===== src/rtl/edge_event_arbiter_if.sv =====
// edge_event_arbiter_if: event, configuration, handshake and status bundle
// for edge_event_arbiter. The slave modport belongs to the arbiter. The master
// modport belongs to the block that drives the event lines and consumes grants.
interface edge_event_arbiter_if #(
    parameter int unsigned P_width = 4
);
    localparam int unsigned P_index_w = $clog2(P_width);

    // Event lines and per-line configuration
    logic [P_width-1:0]   I_signal;
    logic [P_width-1:0]   I_edge_sel;
    logic [P_width-1:0]   I_enable;

    // Consumer handshake and status control
    logic                 I_ack;
    logic                 I_clear_ovf;

    // Grant and status outputs
    logic                 O_valid;
    logic [P_index_w-1:0] O_index;
    logic [P_width-1:0]   O_pending;
    logic [P_width-1:0]   O_overflow;

    modport slave (
        input  I_signal,
        input  I_edge_sel,
        input  I_enable,
        input  I_ack,
        input  I_clear_ovf,
        output O_valid,
        output O_index,
        output O_pending,
        output O_overflow
    );

    modport master (
        output I_signal,
        output I_edge_sel,
        output I_enable,
        output I_ack,
        output I_clear_ovf,
        input  O_valid,
        input  O_index,
        input  O_pending,
        input  O_overflow
    );
endinterface


===== src/rtl/edge_event_arbiter.sv =====
// edge_event_arbiter: detects a selectable edge on each event line and latches
// it as a pending request. Pending lines are granted one at a time through a
// valid/ack handshake. There is always one IDLE bubble cycle between grants.
// Optional feature: define EDGE_EVENT_ARB_ROUND_ROBIN_EN for round-robin
// selection. Without it, the lowest set pending index wins.
module edge_event_arbiter #(
    parameter int unsigned P_width = 4
) (
    input  logic                 I_clock,
    input  logic                 I_reset,
    edge_event_arbiter_if.slave  bus
);
    localparam int unsigned P_index_w = $clog2(P_width);

    typedef enum logic {
        S_IDLE  = 1'b0,
        S_GRANT = 1'b1
    } state_t;

    state_t               state_q, state_d;
    logic [P_width-1:0]   last_q;
    logic [P_width-1:0]   pending_q, pending_d;
    logic [P_width-1:0]   overflow_q, overflow_d;
    logic [P_index_w-1:0] index_q, index_d;

    logic [P_width-1:0]   rise, fall, hit, set_req, ack_clr, ovf_evt;
    logic                 ack_fire;
    logic                 winner_found;
    logic [P_index_w-1:0] winner_idx;

    // Edge detection against the previous sample, polarity chosen per line
    always_comb begin
        rise    = ~last_q & bus.I_signal;
        fall    = last_q & ~bus.I_signal;
        hit     = (bus.I_edge_sel & fall) | (~bus.I_edge_sel & rise);
        set_req = hit & bus.I_enable;
    end

    // Ack retires only the granted line, and only while in GRANT
    always_comb begin
        ack_fire = (state_q == S_GRANT) && bus.I_ack;
        ack_clr  = '0;
        if (ack_fire) begin
            ack_clr[index_q] = 1'b1;
        end
    end

    // A new request lands on a line that is still pending. If the same line
    // is acked in that cycle, the request counts as a fresh one, not an overflow.
    always_comb begin
        ovf_evt    = set_req & pending_q & ~ack_clr;
        pending_d  = (pending_q & ~ack_clr) | set_req;
        overflow_d = (bus.I_clear_ovf ? '0 : overflow_q) | ovf_evt;
    end

`ifdef EDGE_EVENT_ARB_ROUND_ROBIN_EN
    logic [P_index_w-1:0] rr_ptr_q, rr_ptr_d;
    int unsigned          rr_cand;

    // Round-robin search starts just after the last acked index and wraps.
    // The last acked index is checked last, so it has the lowest priority.
    always_comb begin
        winner_found = 1'b0;
        winner_idx   = '0;
        rr_cand      = 0;
        for (int unsigned k = 1; k <= P_width; k++) begin
            rr_cand = (32'(rr_ptr_q) + k) % P_width;
            if (!winner_found && pending_q[rr_cand]) begin
                winner_found = 1'b1;
                winner_idx   = P_index_w'(rr_cand);
            end
        end
    end

    // The pointer moves to the granted index each time a grant is acked
    always_comb begin
        rr_ptr_d = rr_ptr_q;
        if (ack_fire) begin
            rr_ptr_d = index_q;
        end
    end

    // Round-robin pointer register
    always_ff @(posedge I_clock) begin
        if (I_reset) begin
            rr_ptr_q <= '0;
        end else begin
            rr_ptr_q <= rr_ptr_d;
        end
    end
`else
    // Fixed priority: the lowest set pending index wins
    always_comb begin
        winner_found = 1'b0;
        winner_idx   = '0;
        for (int unsigned i = 0; i < P_width; i++) begin
            if (!winner_found && pending_q[i]) begin
                winner_found = 1'b1;
                winner_idx   = P_index_w'(i);
            end
        end
    end
`endif

    // Next state and grant index. IDLE uses only the registered pending value.
    // The index is frozen for the whole of GRANT.
    always_comb begin
        state_d = state_q;
        index_d = index_q;
        unique case (state_q)
            S_IDLE: begin
                if (pending_q != '0) begin
                    state_d = S_GRANT;
                    index_d = winner_idx;
                end
            end
            S_GRANT: begin
                if (bus.I_ack) begin
                    state_d = S_IDLE;
                end
            end
            default: begin
                state_d = S_IDLE;
            end
        endcase
    end

    // State register plus the edge, pending and overflow registers.
    // Reset takes priority over every other input.
    always_ff @(posedge I_clock) begin
        if (I_reset) begin
            state_q    <= S_IDLE;
            index_q    <= '0;
            last_q     <= '0;
            pending_q  <= '0;
            overflow_q <= '0;
        end else begin
            state_q    <= state_d;
            index_q    <= index_d;
            last_q     <= bus.I_signal;
            pending_q  <= pending_d;
            overflow_q <= overflow_d;
        end
    end

    // Outputs decoded from the state and registers
    always_comb begin
        bus.O_valid    = (state_q == S_GRANT);
        bus.O_index    = index_q;
        bus.O_pending  = pending_q;
        bus.O_overflow = overflow_q;
    end
endmodule


===== src/flat_wrapper.sv =====
// flat-port wrapper written by rule: the top's interface ports become plain ports
module edge_event_arbiter_flat 
#(
    parameter int unsigned P_width = 4
)
  (I_clock, I_reset, bus_I_signal, bus_I_edge_sel, bus_I_enable, bus_I_ack, bus_I_clear_ovf, bus_O_valid, bus_O_index, bus_O_pending, bus_O_overflow);
  edge_event_arbiter_if #(.P_width(P_width)) bus_i ();
  input  logic I_clock;
  input  logic I_reset;
  input wire logic [$bits(bus_i.I_signal)-1:0] bus_I_signal;
  input wire logic [$bits(bus_i.I_edge_sel)-1:0] bus_I_edge_sel;
  input wire logic [$bits(bus_i.I_enable)-1:0] bus_I_enable;
  input wire logic [$bits(bus_i.I_ack)-1:0] bus_I_ack;
  input wire logic [$bits(bus_i.I_clear_ovf)-1:0] bus_I_clear_ovf;
  output wire logic [$bits(bus_i.O_valid)-1:0] bus_O_valid;
  output wire logic [$bits(bus_i.O_index)-1:0] bus_O_index;
  output wire logic [$bits(bus_i.O_pending)-1:0] bus_O_pending;
  output wire logic [$bits(bus_i.O_overflow)-1:0] bus_O_overflow;
  assign bus_i.I_signal = bus_I_signal;
  assign bus_i.I_edge_sel = bus_I_edge_sel;
  assign bus_i.I_enable = bus_I_enable;
  assign bus_i.I_ack = bus_I_ack;
  assign bus_i.I_clear_ovf = bus_I_clear_ovf;
  assign bus_O_valid = bus_i.O_valid;
  assign bus_O_index = bus_i.O_index;
  assign bus_O_pending = bus_i.O_pending;
  assign bus_O_overflow = bus_i.O_overflow;
  edge_event_arbiter #(.P_width(P_width)) u_core (.I_clock(I_clock), .I_reset(I_reset), .bus(bus_i));
endmodule

===== config.mk =====
export PLATFORM = sky130hd
export DESIGN_NAME = edge_event_arbiter_flat
export DESIGN_NICKNAME = d
export VERILOG_FILES = /design/src/rtl/edge_event_arbiter_if.sv /design/src/rtl/edge_event_arbiter.sv /design/src/flat_wrapper.sv
export SDC_FILE = /design/constraint.sdc
export NUM_CORES = 1
export LEC_CHECK = 0
export BUFFER_PORTS_ARGS = -buffer_cell sky130_fd_sc_hd__buf_2
export CORE_UTILIZATION = 30
export DETAILED_ROUTE_END_ITERATION = 8
export PLACE_DENSITY = 0.61
export SYNTH_ARGS = -nofsm -noshare
export SYNTH_HDL_FRONTEND = slang
export SYNTH_SLANG_ARGS = --single-unit

===== constraint.sdc =====
create_clock -name I_clock -period 2.56 [get_ports I_clock]
set_clock_uncertainty 0.1 [all_clocks]
set_input_delay 0.128 -clock I_clock [delete_from_list [all_inputs] [get_ports I_clock]]
set_output_delay 0.128 -clock I_clock [all_outputs]
set_load 0.005 [all_outputs]

==> qor.yml <==
port_buffers: 26
grt_pass1_vias: 567
root_buffer: "clkbuf_4"
fmax_mhz: 832
grt_usage_pct: 12.4
antennaDiodeCount: 0
cts.htree.levels: 1
dpl_cell_area_um2: 817
antenna_found_initial: 0
worst_pin_slew_ps: 328
hp-class: "input pin to flip-flop"
path_class: "flip-flop to primary output"
rsz0062_at_grt: "no"
final_max_slew_viol_count: 0
yosysSeqAreaShare_pct: 43.7
grt_max_degree: 20
synth_area_um2: 687
startpoint_type: "flip-flop"
drive_above_1_share_pct: 31.7
initial_core_util_pct: 33.3
clock_latency_ps: 280
firstDrtPassIters: 4
worst-path-buf-inv: 1
worstPathRequired_ps: 2330
nets: 121
vias: 625
path_clk_slew_ps: 90
crit_arrival_ps: 970
max_slew_margin_pct: 78.2
gp_congestion: 0.841
fp.dieW_um: 49.9
ant_nets: 0
dp_hpwl_um: 1050
path_max_fanout: 11
drt_iter0_markers: 5
wl_per_cell_um: 10.7
finalCriticalPeriod_ps: 1200
fin_area_um2: 903
setup-violations-final: 0
cts_tree: "done"
core-area_mm2: 0.00206
critical-path-top-delay-family: "flip-flops"
p_leak_nw: 0.380
rows: 16
synth.avg_cell_area_um2: 9.67
cpPeakStageDelay_ps: 520
ys_warn_count: 0
syn_nets: 87
drv_cap: 0
ff_latch_area_um2: 300
setup_tns_ps: 0
status: "complete, no violations"
grt_pass1_wl_um: 2330
hold_viol_final: 0
cts_buffer_depth: 2
die_area_mm2: 0.00249
dieHeight_um: 49.9
dp_slack_ps: 1490
crit_chain: "buf_2"
cts.sinks: 15
synth-seq-cells: 15
synthToLayoutAreaGrowth_pct: 31.5
synth_cell_types: 22
final.fill_count: 231
cp-end-kind: "primary output"
wirelength_um: 1400
hold_slack_ps: 42.1
pin_count: 27
layout_setup_ws_ps: 1360
grt_overflow: 0
finalCritPeriodShare_pct: 47.0
ir_worst_vdd_mv: 0.380
cts_buffers: 3
via_per_inst: 4.77
postSynthCellCount: 71
powerDensity_mw_per_mm2: 522
multi_input_area_um2: 334
slowest_stage: "dfxtp_1"
post-route-drc-count: 0
## routing by layer
layer  global-route usage (%)  wire length, um  vias up
li1                         -                -      322
met1                     14.4              653      281
met2                     20.5              645       22
met3                     5.86              100        0
met4                     2.86                0        0
met5                        0                0        -
## cells in the mapped netlist
master / number / area share, %
nor2_2: 1 / 0.91
buf_6: 3 / 4.9
o21ba_4: 1 / 2.4
nand4_1: 1 / 0.91
nand4b_1: 2 / 2.6
nor2_1: 3 / 1.6
a21oi_1: 5 / 3.6
o21ai_1: 4 / 2.9
o32ai_1: 4 / 5.1
nand4bb_1: 1 / 1.6
dfxtp_1: 15 / 44
nand2b_1: 1 / 0.91
a221oi_1: 1 / 1.3
nor3_1: 1 / 0.73
nand2_1: 4 / 2.2
nor3b_1: 4 / 4.4
o21ba_1: 1 / 1.5
nor3_2: 2 / 2.9
inv_1: 5 / 2.7
nor2b_1: 4 / 3.6
and3b_1: 4 / 5.1
nand3b_1: 4 / 4.4
## power by group
group	switching, mW	internal, mW	total, mW
Clock	0.0708	0.0604	0.131
Sequential	0.0182	0.247	0.265
Combinational	0.0302	0.0454	0.0755
## cells in the final DEF, fill, tap and decap left out
cell type and count:
nor2_2 1, o32ai_1 4, o21ai_1 4, nand4bb_1 1
clkbuf_4 3, nor3_2 2, nand3b_1 4, dfxtp_1 15
nand2b_1 1, nor3_1 1, clkbuf_1 1, nand4b_1 2
dlygate4sd3_1 6, a21oi_1 5, nand4_1 1, o21ba_1 1
inv_1 5, o21ba_4 1, nor2_1 3, nor2b_1 4
buf_2 26, nand2_1 4, and3b_1 4, nor3b_1 4
a221oi_1 1
## timing repair
item,4_1_cts,5_1_grt
resized for setup,0,0
hold endpoints to repair,7,0
buffers inserted,0,0
hold buffers,6,0
endpoints found under the setup margin,0,0
## metrics by stage
step                      std cells  power [mW]  util (%)
after floorplan                  71       0.315         -
after global placement          121       0.338      39.6
after detailed placement        121       0.339      39.6
after CTS                       131       0.481      43.8
after global routing            131       0.505      43.8
final                           131       0.471      43.8
## final timing paths
path              depth (start not counted)                  endpoint  slack (ps)                startpoint
setup / recovery                          1               bus_O_valid        1360        u_core.bus.O_valid
hold / removal                            3   u_core.bus.O_pending[2]          40           bus_I_enable[2]
setup reg to reg                          3  u_core.bus.O_overflow[0]        1470        u_core.bus.O_valid
hold reg to reg                           2  u_core.bus.O_overflow[3]         380  u_core.bus.O_overflow[3]
## state kept, by name, summed over array words and instances (netlist names)
name,flops
u_core.bus.O_valid,1
u_core.bus.O_overflow,4
u_core.bus.O_pending,4
u_core.bus.O_index,2
u_core.last_q,4
## cell type report
class	count	share of cell area, %
Tap cell	27	3.74
Inverter	5	2.08
Sequential cell	15	33.2
Timing Repair Buffer	32	21.1
Clock buffer	4	2.91
Multi-Input combinational cell	48	37.0
## kinds of logic (layout without fill, tap and decap cells)
| family | after synthesis | in the layout | synth area share, % |
|---|---|---|---|
| compound gates | 16 | 16 | 16.8 |
| flops | 15 | 15 | 43.7 |
| buf+inv | 8 | 41 | 7.65 |
| simple gates | 32 | 32 | 31.9 |
Power figures use the tool's default switching activity.
